$ cat src/rtl/cyp_pkg.sv
// Shared types and constants for the CY68013 (FX2) slave-FIFO blocks.
// Holds the read-master state encoding, FIFOADR endpoint codes and bus widths.
package cyp_pkg;

    localparam int DATA_W = 16;
    localparam int ADDR_W = 22;

    typedef enum logic [2:0] {
        ST_IDLE,
        ST_SEL,
        ST_OE,
        ST_READ,
        ST_RELEASE
    } rd_state_t;

    typedef enum logic [1:0] {
        EP2 = 2'd0,
        EP4 = 2'd1,
        EP6 = 2'd2,
        EP8 = 2'd3
    } fifoadr_t;

    // Linear word address with wrap from last back to base.
    function automatic logic [ADDR_W-1:0] next_addr(
        input logic [ADDR_W-1:0] addr,
        input logic [ADDR_W-1:0] base,
        input logic [ADDR_W-1:0] last
    );
        return (addr == last) ? base : addr + 1'b1;
    endfunction

endpackage

$ cat src/rtl/cyp_slfifo_rd_if.sv
// FX2 slave-FIFO pins plus the buffered word stream of the read master.
// master = the read block, slave = the FX2 chip and the downstream consumer.
interface cyp_slfifo_rd_if;
    import cyp_pkg::*;

    logic [1:0]        usb_fifoaddr;
    logic              usb_slcs;
    logic              usb_sloe;
    logic              usb_slrd;
    logic              usb_slwr;
    logic [DATA_W-1:0] usb_fd_i;
    logic              usb_fd_oe;
    logic              usb_flaga;

    logic [DATA_W-1:0] wr_data;
    logic [ADDR_W-1:0] wr_addr;
    logic              wr_valid;
    logic              wr_ready;

    modport master (
        output usb_fifoaddr, usb_slcs, usb_sloe, usb_slrd, usb_slwr, usb_fd_oe,
        output wr_data, wr_addr, wr_valid,
        input  usb_fd_i, usb_flaga, wr_ready
    );

    modport slave (
        input  usb_fifoaddr, usb_slcs, usb_sloe, usb_slrd, usb_slwr, usb_fd_oe,
        input  wr_data, wr_addr, wr_valid,
        output usb_fd_i, usb_flaga, wr_ready
    );

endinterface

$ cat src/rtl/cyp_sync_fifo.sv
// Single-clock show-ahead FIFO with occupancy count; DEPTH must be a power of two >= 2.
// A push while full is dropped unless a pop happens on the same edge.
module cyp_sync_fifo #(
    parameter  int DEPTH = 4,
    parameter  int WIDTH = 16,
    localparam int PTR_W = $clog2(DEPTH),
    localparam int CNT_W = PTR_W + 1
) (
    input  logic             cyp_clk,
    input  logic             rst_n,
    input  logic             push,
    input  logic [WIDTH-1:0] push_data,
    input  logic             pop,
    output logic [WIDTH-1:0] head,
    output logic [CNT_W-1:0] count,
    output logic             full,
    output logic             empty
);

    logic [WIDTH-1:0] mem [DEPTH];
    logic [PTR_W-1:0] wr_ptr;
    logic [PTR_W-1:0] rd_ptr;
    logic             do_push;
    logic             do_pop;

    assign empty   = (count == '0);
    assign full    = (count == CNT_W'(DEPTH));
    assign do_pop  = pop & ~empty;
    assign do_push = push & (~full | do_pop);
    assign head    = mem[rd_ptr];

    // NOTE: the storage is reset too, so the show-ahead head reads zero after reset
    // instead of X; affordable only because the buffer is a handful of words.
    always_ff @(posedge cyp_clk or negedge rst_n) begin
        if (!rst_n) begin
            for (int i = 0; i < DEPTH; i++) mem[i] <= '0;
        end else if (do_push) begin
            mem[wr_ptr] <= push_data;
        end
    end

    // NOTE: state registers use non-blocking assignment so every register samples
    // pre-edge values regardless of process ordering.
    always_ff @(posedge cyp_clk or negedge rst_n) begin
        if (!rst_n) begin
            wr_ptr <= '0;
            rd_ptr <= '0;
            count  <= '0;
        end else begin
            if (do_push) wr_ptr <= wr_ptr + 1'b1;
            if (do_pop)  rd_ptr <= rd_ptr + 1'b1;
            case ({do_push, do_pop})
                2'b10:   count <= count + 1'b1;
                2'b01:   count <= count - 1'b1;
                default: count <= count;
            endcase
        end
    end

endmodule

$ cat src/rtl/cyp_slfifo_rd.sv
// FX2 synchronous slave-FIFO read master: drains one OUT endpoint in bursts into a
// small buffer and presents each word with a wrapping linear address on a valid/ready stream.
module cyp_slfifo_rd
    import cyp_pkg::*;
#(
    parameter logic [1:0]        EP_ADDR   = 2'b00,
    parameter int                BURST_LEN = 256,
    parameter logic [ADDR_W-1:0] BASE_ADDR = 22'd0,
    parameter logic [ADDR_W-1:0] ADDR_LAST = 22'h3FFFFF,
    parameter int                BUF_DEPTH = 4
) (
    input  logic                  cyp_clk,
    input  logic                  rst_n,
    input  logic                  enable,
    cyp_slfifo_rd_if.master       bus,
    output logic                  rd_busy
);

    localparam int CNT_W = $clog2(BUF_DEPTH) + 1;

    rd_state_t         state;
    rd_state_t         state_nx;
    logic              burst_clr;
    logic              burst_last;
    logic [15:0]       burst_cnt;
    logic              slcs_q;
    logic              sloe_q;
    logic              busy_q;
    logic [ADDR_W-1:0] addr_q;

    logic [CNT_W-1:0]  buf_count;
    logic              buf_full;
    logic              buf_empty;
    logic              pop;
    logic              space;
    logic              read_en;

    assign pop        = bus.wr_valid & bus.wr_ready;
    assign space      = (buf_count < CNT_W'(BUF_DEPTH)) | pop;
    // SLRD# is the only combinational pin: it must rise in the same cycle FLAGA drops.
    assign read_en    = (state == ST_READ) & bus.usb_flaga & space;
    assign burst_last = read_en & (burst_cnt == 16'(BURST_LEN - 1));

    assign bus.usb_slrd     = ~read_en;
    assign bus.usb_slcs     = slcs_q;
    assign bus.usb_sloe     = sloe_q;
    assign bus.usb_slwr     = 1'b1;
    assign bus.usb_fd_oe    = 1'b0;
    assign bus.usb_fifoaddr = EP_ADDR;
    assign bus.wr_valid     = ~buf_empty;
    assign bus.wr_addr      = addr_q;
    assign rd_busy          = busy_q;

    cyp_sync_fifo #(
        .DEPTH (BUF_DEPTH),
        .WIDTH (DATA_W)
    ) u_buf (
        .cyp_clk   (cyp_clk),
        .rst_n     (rst_n),
        .push      (read_en),
        .push_data (bus.usb_fd_i),
        .pop       (pop),
        .head      (bus.wr_data),
        .count     (buf_count),
        .full      (buf_full),
        .empty     (buf_empty)
    );

    // NOTE: every output of this block gets a default before the case, so no path
    // leaves a value unassigned and no latch is inferred.
    always_comb begin
        state_nx  = state;
        burst_clr = 1'b0;
        case (state)
            ST_IDLE: begin
                if (enable && bus.usb_flaga) begin
                    state_nx  = ST_SEL;
                    burst_clr = 1'b1;
                end
            end
            ST_SEL:     state_nx = ST_OE;
            ST_OE:      state_nx = ST_READ;
            ST_READ: begin
                // A stall for lack of buffer space alone keeps the endpoint selected.
                if (!enable || !bus.usb_flaga || burst_last) state_nx = ST_RELEASE;
            end
            ST_RELEASE: state_nx = ST_IDLE;
            default:    state_nx = ST_IDLE;
        endcase
    end

    // Strobes are decoded from the next state so they come straight from flops.
    always_ff @(posedge cyp_clk or negedge rst_n) begin
        if (!rst_n) begin
            state  <= ST_IDLE;
            slcs_q <= 1'b1;
            sloe_q <= 1'b1;
            busy_q <= 1'b0;
        end else begin
            state  <= state_nx;
            slcs_q <= (state_nx == ST_IDLE);
            sloe_q <= !((state_nx == ST_OE) || (state_nx == ST_READ));
            busy_q <= (state_nx != ST_IDLE);
        end
    end

    always_ff @(posedge cyp_clk or negedge rst_n) begin
        if (!rst_n) begin
            burst_cnt <= '0;
        end else if (burst_clr) begin
            burst_cnt <= '0;
        end else if (read_en) begin
            burst_cnt <= burst_cnt + 1'b1;
        end
    end

    always_ff @(posedge cyp_clk or negedge rst_n) begin
        if (!rst_n) begin
            addr_q <= BASE_ADDR;
        end else if (pop) begin
            addr_q <= next_addr(addr_q, BASE_ADDR, ADDR_LAST);
        end
    end

    never_overread: assert property (@(posedge cyp_clk) disable iff (!rst_n)
        (read_en && buf_full) |-> pop);

endmodule

$ cat src/flat_wrapper.sv
// flat-port wrapper written by rule: the top's interface ports become plain ports
module cyp_slfifo_rd_flat import cyp_pkg::*;
#(
    parameter logic [1:0]        EP_ADDR   = 2'b00,
    parameter int                BURST_LEN = 256,
    parameter logic [ADDR_W-1:0] BASE_ADDR = 22'd0,
    parameter logic [ADDR_W-1:0] ADDR_LAST = 22'h3FFFFF,
    parameter int                BUF_DEPTH = 4
)
  (cyp_clk, rst_n, enable, rd_busy, bus_usb_fifoaddr, bus_usb_slcs, bus_usb_sloe, bus_usb_slrd, bus_usb_slwr, bus_usb_fd_oe, bus_wr_data, bus_wr_addr, bus_wr_valid, bus_usb_fd_i, bus_usb_flaga, bus_wr_ready);
  cyp_slfifo_rd_if bus_i ();
  input  logic cyp_clk;
  input  logic rst_n;
  input  logic enable;
  output logic rd_busy;
  output wire logic [$bits(bus_i.usb_fifoaddr)-1:0] bus_usb_fifoaddr;
  output wire logic [$bits(bus_i.usb_slcs)-1:0] bus_usb_slcs;
  output wire logic [$bits(bus_i.usb_sloe)-1:0] bus_usb_sloe;
  output wire logic [$bits(bus_i.usb_slrd)-1:0] bus_usb_slrd;
  output wire logic [$bits(bus_i.usb_slwr)-1:0] bus_usb_slwr;
  output wire logic [$bits(bus_i.usb_fd_oe)-1:0] bus_usb_fd_oe;
  output wire logic [$bits(bus_i.wr_data)-1:0] bus_wr_data;
  output wire logic [$bits(bus_i.wr_addr)-1:0] bus_wr_addr;
  output wire logic [$bits(bus_i.wr_valid)-1:0] bus_wr_valid;
  input wire logic [$bits(bus_i.usb_fd_i)-1:0] bus_usb_fd_i;
  input wire logic [$bits(bus_i.usb_flaga)-1:0] bus_usb_flaga;
  input wire logic [$bits(bus_i.wr_ready)-1:0] bus_wr_ready;
  assign bus_usb_fifoaddr = bus_i.usb_fifoaddr;
  assign bus_usb_slcs = bus_i.usb_slcs;
  assign bus_usb_sloe = bus_i.usb_sloe;
  assign bus_usb_slrd = bus_i.usb_slrd;
  assign bus_usb_slwr = bus_i.usb_slwr;
  assign bus_usb_fd_oe = bus_i.usb_fd_oe;
  assign bus_wr_data = bus_i.wr_data;
  assign bus_wr_addr = bus_i.wr_addr;
  assign bus_wr_valid = bus_i.wr_valid;
  assign bus_i.usb_fd_i = bus_usb_fd_i;
  assign bus_i.usb_flaga = bus_usb_flaga;
  assign bus_i.wr_ready = bus_wr_ready;
  cyp_slfifo_rd #(.EP_ADDR(EP_ADDR), .BURST_LEN(BURST_LEN), .BASE_ADDR(BASE_ADDR), .ADDR_LAST(ADDR_LAST), .BUF_DEPTH(BUF_DEPTH)) u_core (.cyp_clk(cyp_clk), .rst_n(rst_n), .enable(enable), .bus(bus_i), .rd_busy(rd_busy));
endmodule
$ cat config.mk
export PLATFORM = sky130hd
export DESIGN_NAME = cyp_slfifo_rd_flat
export DESIGN_NICKNAME = d
export VERILOG_FILES = /design/src/rtl/cyp_pkg.sv /design/src/rtl/cyp_slfifo_rd_if.sv /design/src/rtl/cyp_sync_fifo.sv /design/src/rtl/cyp_slfifo_rd.sv /design/src/flat_wrapper.sv
export SDC_FILE = /design/constraint.sdc
export NUM_CORES = 1
export LEC_CHECK = 0
export ABC_AREA = 1
export CAP_MARGIN = 20
export CELL_PAD_IN_SITES_DETAIL_PLACEMENT = 2
export CELL_PAD_IN_SITES_GLOBAL_PLACEMENT = 2
export CORE_ASPECT_RATIO = 0.5
export CORE_MARGIN = 2
export CORE_UTILIZATION = 34
export CTS_BUF_LIST = sky130_fd_sc_hd__clkbuf_8
export DETAILED_ROUTE_END_ITERATION = 10
export PLACE_DENSITY = 0.84
export SYNTH_ARGS = -nofsm -noshare
export SYNTH_HDL_FRONTEND = slang
export SYNTH_SLANG_ARGS = --single-unit
$ cat constraint.sdc
create_clock -name cyp_clk -period 2.6 [get_ports cyp_clk]
set_clock_uncertainty 0.2 [all_clocks]
set_input_delay 0.52 -clock cyp_clk [delete_from_list [all_inputs] [get_ports cyp_clk]]
set_output_delay 0.52 -clock cyp_clk [all_outputs]
set_load 0.03 [all_outputs]
# --- Word-level counts from Yosys, hierarchy flattened ---
# Index checks and enable logic that the tools add are counted.
word_totals:
  reg_bits: 115
  inputBits: 21
  output_inout_bits: 47
  wordCells: 75
classes:
  n_addsub: 6
  order_cmp: 4
  n_eq_ne: 10
  mux: 15
  bitwise: 13
  n_reduce_logical: 14
op_table:
  columns: ["operator", "n"]
  rows:
  - ["$mux 16", 5]
  - ["$bwmux 64", 1]
  - ["$bmux 16 s2", 1]
  - ["$demux 16 s2", 1]
  - ["$add 22x1->22 const B", 1]
  - ["$eq 22x22->1 const B", 1]
  - ["$mux 22", 1]
  - ["$add 16x1->16 const B", 1]
  - ["$eq 16x8->1 const B", 1]
  - ["$eq 3x2->1 const B", 4]
  - ["$pmux 3 s4", 1]
  - ["$logic_not 3->1", 3]
  - ["$and 1x1->1", 6]
  - ["$ge 3x3->1 const B", 2]
  - ["$mux 3", 2]
  - ["$not 2->3", 2]
  - ["$pmux 3 s2", 1]
  - ["$add 2x1->2 const B", 2]
  - ["$reduce_bool 2->1", 2]
  - ["$add 3x1->3 const B", 1]
  - ["$eq 3x1->1 const B", 1]
  - ["$eq 3x3->1 const B", 1]
  - ["$logic_not 1->1", 3]
  - ["$logic_or 1x1->1", 3]
  - ["10 further kinds", 15]

# --- Depth between registers and ports, before layout ---
depth:
  ltp_word: 12
  depth_mapped: 11

# --- Cells and area by module ---
# A second synthesis with hierarchy kept.
unflattened:
  hier_cells: 797
  area_unflattened_um2: 6202.2
modules_own_cells:
  columns: ["mod", "instances", "cells_each", "area_each_um2", "seq_area_each_um2"]
  rows:
  - ["cyp_sync_fifo", 1, 425, 3528.4, 1776.7]
  - ["cyp_slfifo_rd", 1, 372, 2673.8, 1103.6]

# --- Least setup slack after synthesis ---
# Ideal clock, no wire load.
synth_timing:
  path_type: "register to register"
  start: "reg u_core.u_buf.count[0]"
  end: "reg u_core.u_buf.count[2]"
  setup_time_ns: 0.131
  t_arrival_ns: 1.913
  required_time_ns: 2.269
  slack_ns: 0.357
  path_stages_with_launch: 12
  path_buffers: 1
  cell_sequence: "dfrtp_1 > inv_1 > nand3_2 > nand2_2 > inv_1 > buf_2 > ha_1 > inv_1 > fa_1 > a21oi_1 > o21ai_0 > xor2_1"
synth_via:
  elab_chain_len: 8
  elab_cells_between_ends: 17
  classes_between: "2 x add/sub; 1 x order compare; 3 x eq/ne; 1 x mux; 8 x bitwise; 2 x reduce/logical"
synth_lines:
  columns: ["element", "line_no", "rtl"]
  rows:
  - ["start: declaration", "cyp_sync_fifo.sv:15", "output logic [CNT_W-1:0] count,"]
  - ["start signal: assignment", "cyp_sync_fifo.sv:53", "2'b10: count <= count + 1'b1;"]
  - ["start signal: assignment", "cyp_sync_fifo.sv:54", "2'b01: count <= count - 1'b1;"]
  - ["start signal: assignment", "cyp_sync_fifo.sv:55", "default: count <= count;"]
  - ["$logic_not 3->1 (*)", "cyp_sync_fifo.sv:26", "assign empty = (count == '0);"]
  - ["$not 1->1 (*)", "cyp_slfifo_rd.sv:50", "assign bus.wr_valid = ~buf_empty;"]
  - ["named net bus_wr_valid", "flat_wrapper.sv:24", "output wire logic [$bits(bus_i.wr_valid)-1:0] bus_wr_valid;"]
  - ["$and 1x1->1 (*)", "cyp_slfifo_rd.sv:38", "assign pop = bus.wr_valid & bus.wr_ready;"]
  - ["named net u_core.pop", "cyp_slfifo_rd.sv:34", "logic pop;"]
  - ["$or 1x1->1 or $and 1x1->1 (tied branches)", "cyp_slfifo_rd.sv:39, cyp_sync_fifo.sv:28", null]
  - ["$and 1x1->1 or $or 1x1->1 (tied branches)", "cyp_slfifo_rd.sv:41, cyp_sync_fifo.sv:29", null]
  - ["$and 1x1->1", "cyp_sync_fifo.sv:29", "assign do_push = push & (~full | do_pop);"]
  - ["$eq 2x1->1 or $eq 2x2->1 (tied branches)", "cyp_sync_fifo.sv:52", "case ({do_push, do_pop})"]
  - ["$pmux 3 s2 or $reduce_bool 2->1 (tied branches)", null, null]
# The timed path passes the listed nets; every way through them passes the cells marked *.
# A chain may end at the register's enable or synchronous reset.

# --- Worst setup path after layout ---
layout_timing:
  start: "in bus_wr_ready"
  end: "reg u_core.u_buf.count[2]"
layout_via:
  elab_chain_len: 6
  elab_cells_between_ends: 10
  classes_between: "2 x eq/ne; 1 x mux; 6 x bitwise; 1 x reduce/logical"
layout_lines:
  columns: ["element", "line_no", "rtl"]
  rows:
  - ["start: declaration", "flat_wrapper.sv:27", "input wire logic [$bits(bus_i.wr_ready)-1:0] bus_wr_ready;"]
  - ["$and 1x1->1 (*)", "cyp_slfifo_rd.sv:38", null]
  - ["$or 1x1->1 or $and 1x1->1 (tied branches)", "cyp_slfifo_rd.sv:39, cyp_sync_fifo.sv:28", null]
  - ["$and 1x1->1 or $or 1x1->1 (tied branches)", "cyp_slfifo_rd.sv:41, cyp_sync_fifo.sv:29", null]
  - ["$and 1x1->1", "cyp_sync_fifo.sv:29", null]
  - ["$eq 2x1->1 or $eq 2x2->1 (tied branches)", "cyp_sync_fifo.sv:52", null]
  - ["$pmux 3 s2 or $reduce_bool 2->1 (tied branches)", null, null]
# Mark *: on every way between the ends. The rest lies on a longest branch, timed or not.

==> flow_metrics.env <==
export IMPL_antenna_found_initial=0
export IMPL_grt_pass1_vias=6229
export IMPL_area_growth_pct=25.28
export IMPL_antenna_left=0
export IMPL_num_rows=33
export IMPL_relSlewSlack_pct=61.16
export IMPL_finalCritPeriodShare_pct=99.40
export IMPL_synth_xor_xnor_area_share_pct=2.183
export IMPL_drt_drc_violations_left=0
export IMPL_worstSkewPairLatency_ns=0.46
export IMPL_ys_ff_latch=115
export IMPL_routabilityCongestion=0.8054
export IMPL_wl_per_cell_um=21.89
export IMPL_timing_setup_tns_ns=0
export IMPL_run_status="complete, no violations"
export IMPL_vias=5427
export IMPL_post_cts_buffers=0
export IMPL_cp_slowest_cell="clkdlybuf4s50_1"
export IMPL_max_vdd_ir_drop_mv=0.4196
export IMPL_fin_cells=1027
export IMPL_hpwl_um=12730
export IMPL_nFillCells=1839
export IMPL_synth_compound_area_share_pct=13.46
export IMPL_io_buffers=63
export IMPL_required_ns=2.76
export IMPL_crit_arrival_ns=2.74
export IMPL_dr_pass1_iters=4
export IMPL_netlist_instances=704
export IMPL_tightest_slew_ns=0.5804
export IMPL_syn_cell_area_um2=5617
export IMPL_ios=68
export IMPL_period_minus_slack_ns=2.584
export IMPL_setup_violations_final=0
export IMPL_avgSynthCellArea_um2=7.978
export IMPL_path_cells="clkdlybuf4s50_1, buf_4, nand2_2, inv_1, ha_1, inv_1, fa_1, o21ai_0, xor2_1"
export IMPL_place_inst=994
export IMPL_die_area_um2=17630
export IMPL_grt_pass1_wl_um=35690
export IMPL_hold_ws_ns=0.2922
export IMPL_p_clk_share_pct=22.1
export IMPL_crit_type="in2reg"
export IMPL_p_sw_uw=3676
export IMPL_intPower_uw=4403
export IMPL_powerDensity_nw_per_um2=1148
export IMPL_drv_cap=0
export IMPL_die_h_um=94.89
export IMPL_grt_max_degree=55
export IMPL_leakage_uw=0.003284
export IMPL_crit_fanout=2
export IMPL_drtIter0Drc=320
export IMPL_nets=816
export IMPL_drive_gt1_share_pct=10.88
export IMPL_routed_wl_um=22480
export IMPL_hold_viol=0
export IMPL_synth_top_family_by_area="simple AND/OR/NAND/NOR gates"
export IMPL_synthFlopType="dfrtp_1"
export IMPL_grt_ovfl_total=0
export IMPL_hold_class="reg2reg"
export IMPL_ys_seq_area_share_pct=51.28
export IMPL_end_kind="register"
export IMPL_seqPwrFrac_pct=35.5
export IMPL_slew_viol_final=0
export IMPL_clk_pin_slew_ns=0.08
export IMPL_rsz0062_at_grt="yes"
export IMPL_core_area_um2=16270
export IMPL_cts_inserted_buffers=17
export IMPL_grt_total_usage_pct=27.15
export IMPL_synth_mux_area_share_pct=0
export IMPL_htree_levels=4
export IMPL_max_stage_delay_ns=0.54
export IMPL_cts_sinks=115
export IMPL_synthArstFlopShare_pct=100.0
export IMPL_initial_core_util_pct=34.53
export IMPL_synth_cell_types=33
export IMPL_ff_latch_area_um2=2880
export IMPL_synth_warnings=0
export IMPL_die_width_um=185.8
export IMPL_cts_root_buf="clkbuf_8"
export IMPL_multi_input_area_um2=2352
export IMPL_crit_path_frequent_cell="inv_1"
export IMPL_fmax_mhz=387.0
export IMPL_cp_start_kind="primary input"
export IMPL_viasPerCell=5.284
export IMPL_synthSimpleGateAreaFrac_pct=24.06
export IMPL_swShare_pct=45.50
export IMPL_antenna_cells=0
export IMPL_synthAdderAreaFrac_pct=1.916
export IMPL_cts_buffer_depth=2
export IMPL_synth_edff_count=0
export IMPL_combinationalPowerShare_pct=42.4
export IMPL_tritoncts="built"
-- path summary, 6_finish.rpt --
path / startpoint / endpoint / slack [ns] / cells past startpoint
min reg2reg: u_core.u_buf.mem[7] / u_core.u_buf.mem[7] / 0.29 / 2
min in group asynchronous: rst_n / u_core.burst_cnt[10] / 0.35 / 2
max in group asynchronous: rst_n / u_core.bus.usb_slcs / 1.17 / 3
min: u_core.u_buf.mem[7] / u_core.u_buf.mem[7] / 0.29 / 2
max: bus_wr_ready / u_core.u_buf.count[2] / 0.02 / 9
max reg2reg: u_core.u_buf.count[1] / u_core.u_buf.count[2] / 0.10 / 9
-- through the flow --
step	cell area [um2]	util (%)	setup slack (ns)	power, uW
after floorplan	5624	-	0.3565	4730
after global placement	6701	41.19	-0.1570	6032
after detailed placement	6701	41.19	-0.2173	6281
after CTS	7121	43.77	-0.03092	8242
after global routing	7037	43.25	-0.01671	8562
final	7037	43.25	0.01569	8079
-- power groups by stage --
stage	Clock, uW	Sequential (uW)	Combinational, uW
floorplan	0	2870	1860
detailed placement	0	2830	3450
CTS	1820	2850	3570
global placement	0	2790	3240
finish	1780	2870	3430
global route	1910	2920	3730
-- cell type report --
class                      count  share of cell area [%]
multi-input combinational    493                   33.43
clock inverter                14                   2.134
sequential                   115                   40.93
timing repair buffer          91                   12.27
inverter                      69                   3.681
tap                          227                   4.036
clock buffer                  18                   3.521
-- sequential cells by signal (all words and copies together) (netlist names) --
name	count
u_core.u_buf.count	3
u_core.u_buf.mem	64
u_core.state	3
u_core.rd_busy	1
u_core.u_buf.wr_ptr	2
u_core.burst_cnt	16
u_core.bus.wr_addr	22
u_core.bus.usb_sloe	1
u_core.bus.usb_slcs	1
u_core.u_buf.rd_ptr	2
-- Yosys cell counts (all sizes together) (4+ instances only) --
| master | instances | share of area [%] |
|---|---|---|
| nor3 | 8 | 0.71 |
| nand3 | 29 | 2.8 |
| clkbuf | 21 | 1.4 |
| o22ai | 16 | 1.8 |
| inv | 69 | 4.6 |
| a21oi | 7 | 0.62 |
| buf | 8 | 0.96 |
| nand4 | 19 | 2.1 |
| nand2 | 172 | 12 |
| ha | 7 | 1.6 |
| nor2 | 89 | 6.2 |
| xnor2 | 4 | 0.62 |
| dfrtp | 113 | 50 |
| o21ai | 115 | 10 |
| xor2 | 10 | 1.6 |
-- cells by family (layout without fill, tap and decap cells) --
kind of cell	Yosys count	count (layout)
compound gates	144	144
xor+xnor	14	14
fa+ha+maj	8	8
buf+inv	98	192
flops	115	115
other cells	2	4
simple gates	323	323
-- critical path: cells and delay by family --
family / cells / cell delay [ns]
buffers and inverters: 4 / 0.91
XOR/XNOR: 1 / 0.26
AND/OR/NAND/NOR: 1 / 0.07
adder cells (fa/ha/maj): 2 / 0.59
AO/OA/AOI/OAI: 1 / 0.38
-- timing repair --
item	CTS	global route
gates resized for setup	39	27
hold buffers	1	0
setup endpoints to repair	15	16
endpoints found under the hold margin	25	0
-- per-layer routing --
metal / wire length, um / GRT usage (%)
met3: 765 / 4.898
met4: 794 / 12.93
met2: 11590 / 48.64
met1: 9333 / 31.89
met5: 0 / 0
-- cell usage in the layout, fill, tap and decap left out, types with 10 or more instances in the layout --
master / count
dfrtp_1: 113
inv_1: 68
nor2_1: 87
clkbuf_8: 18
nand2_1: 171
clkdlybuf4s50_1: 44
nand3_1: 27
xor2_1: 10
o22ai_1: 16
buf_4: 22
o21ai_0: 114
buf_2: 10
nand4_1: 19
(Power assumes the default switching activity.)
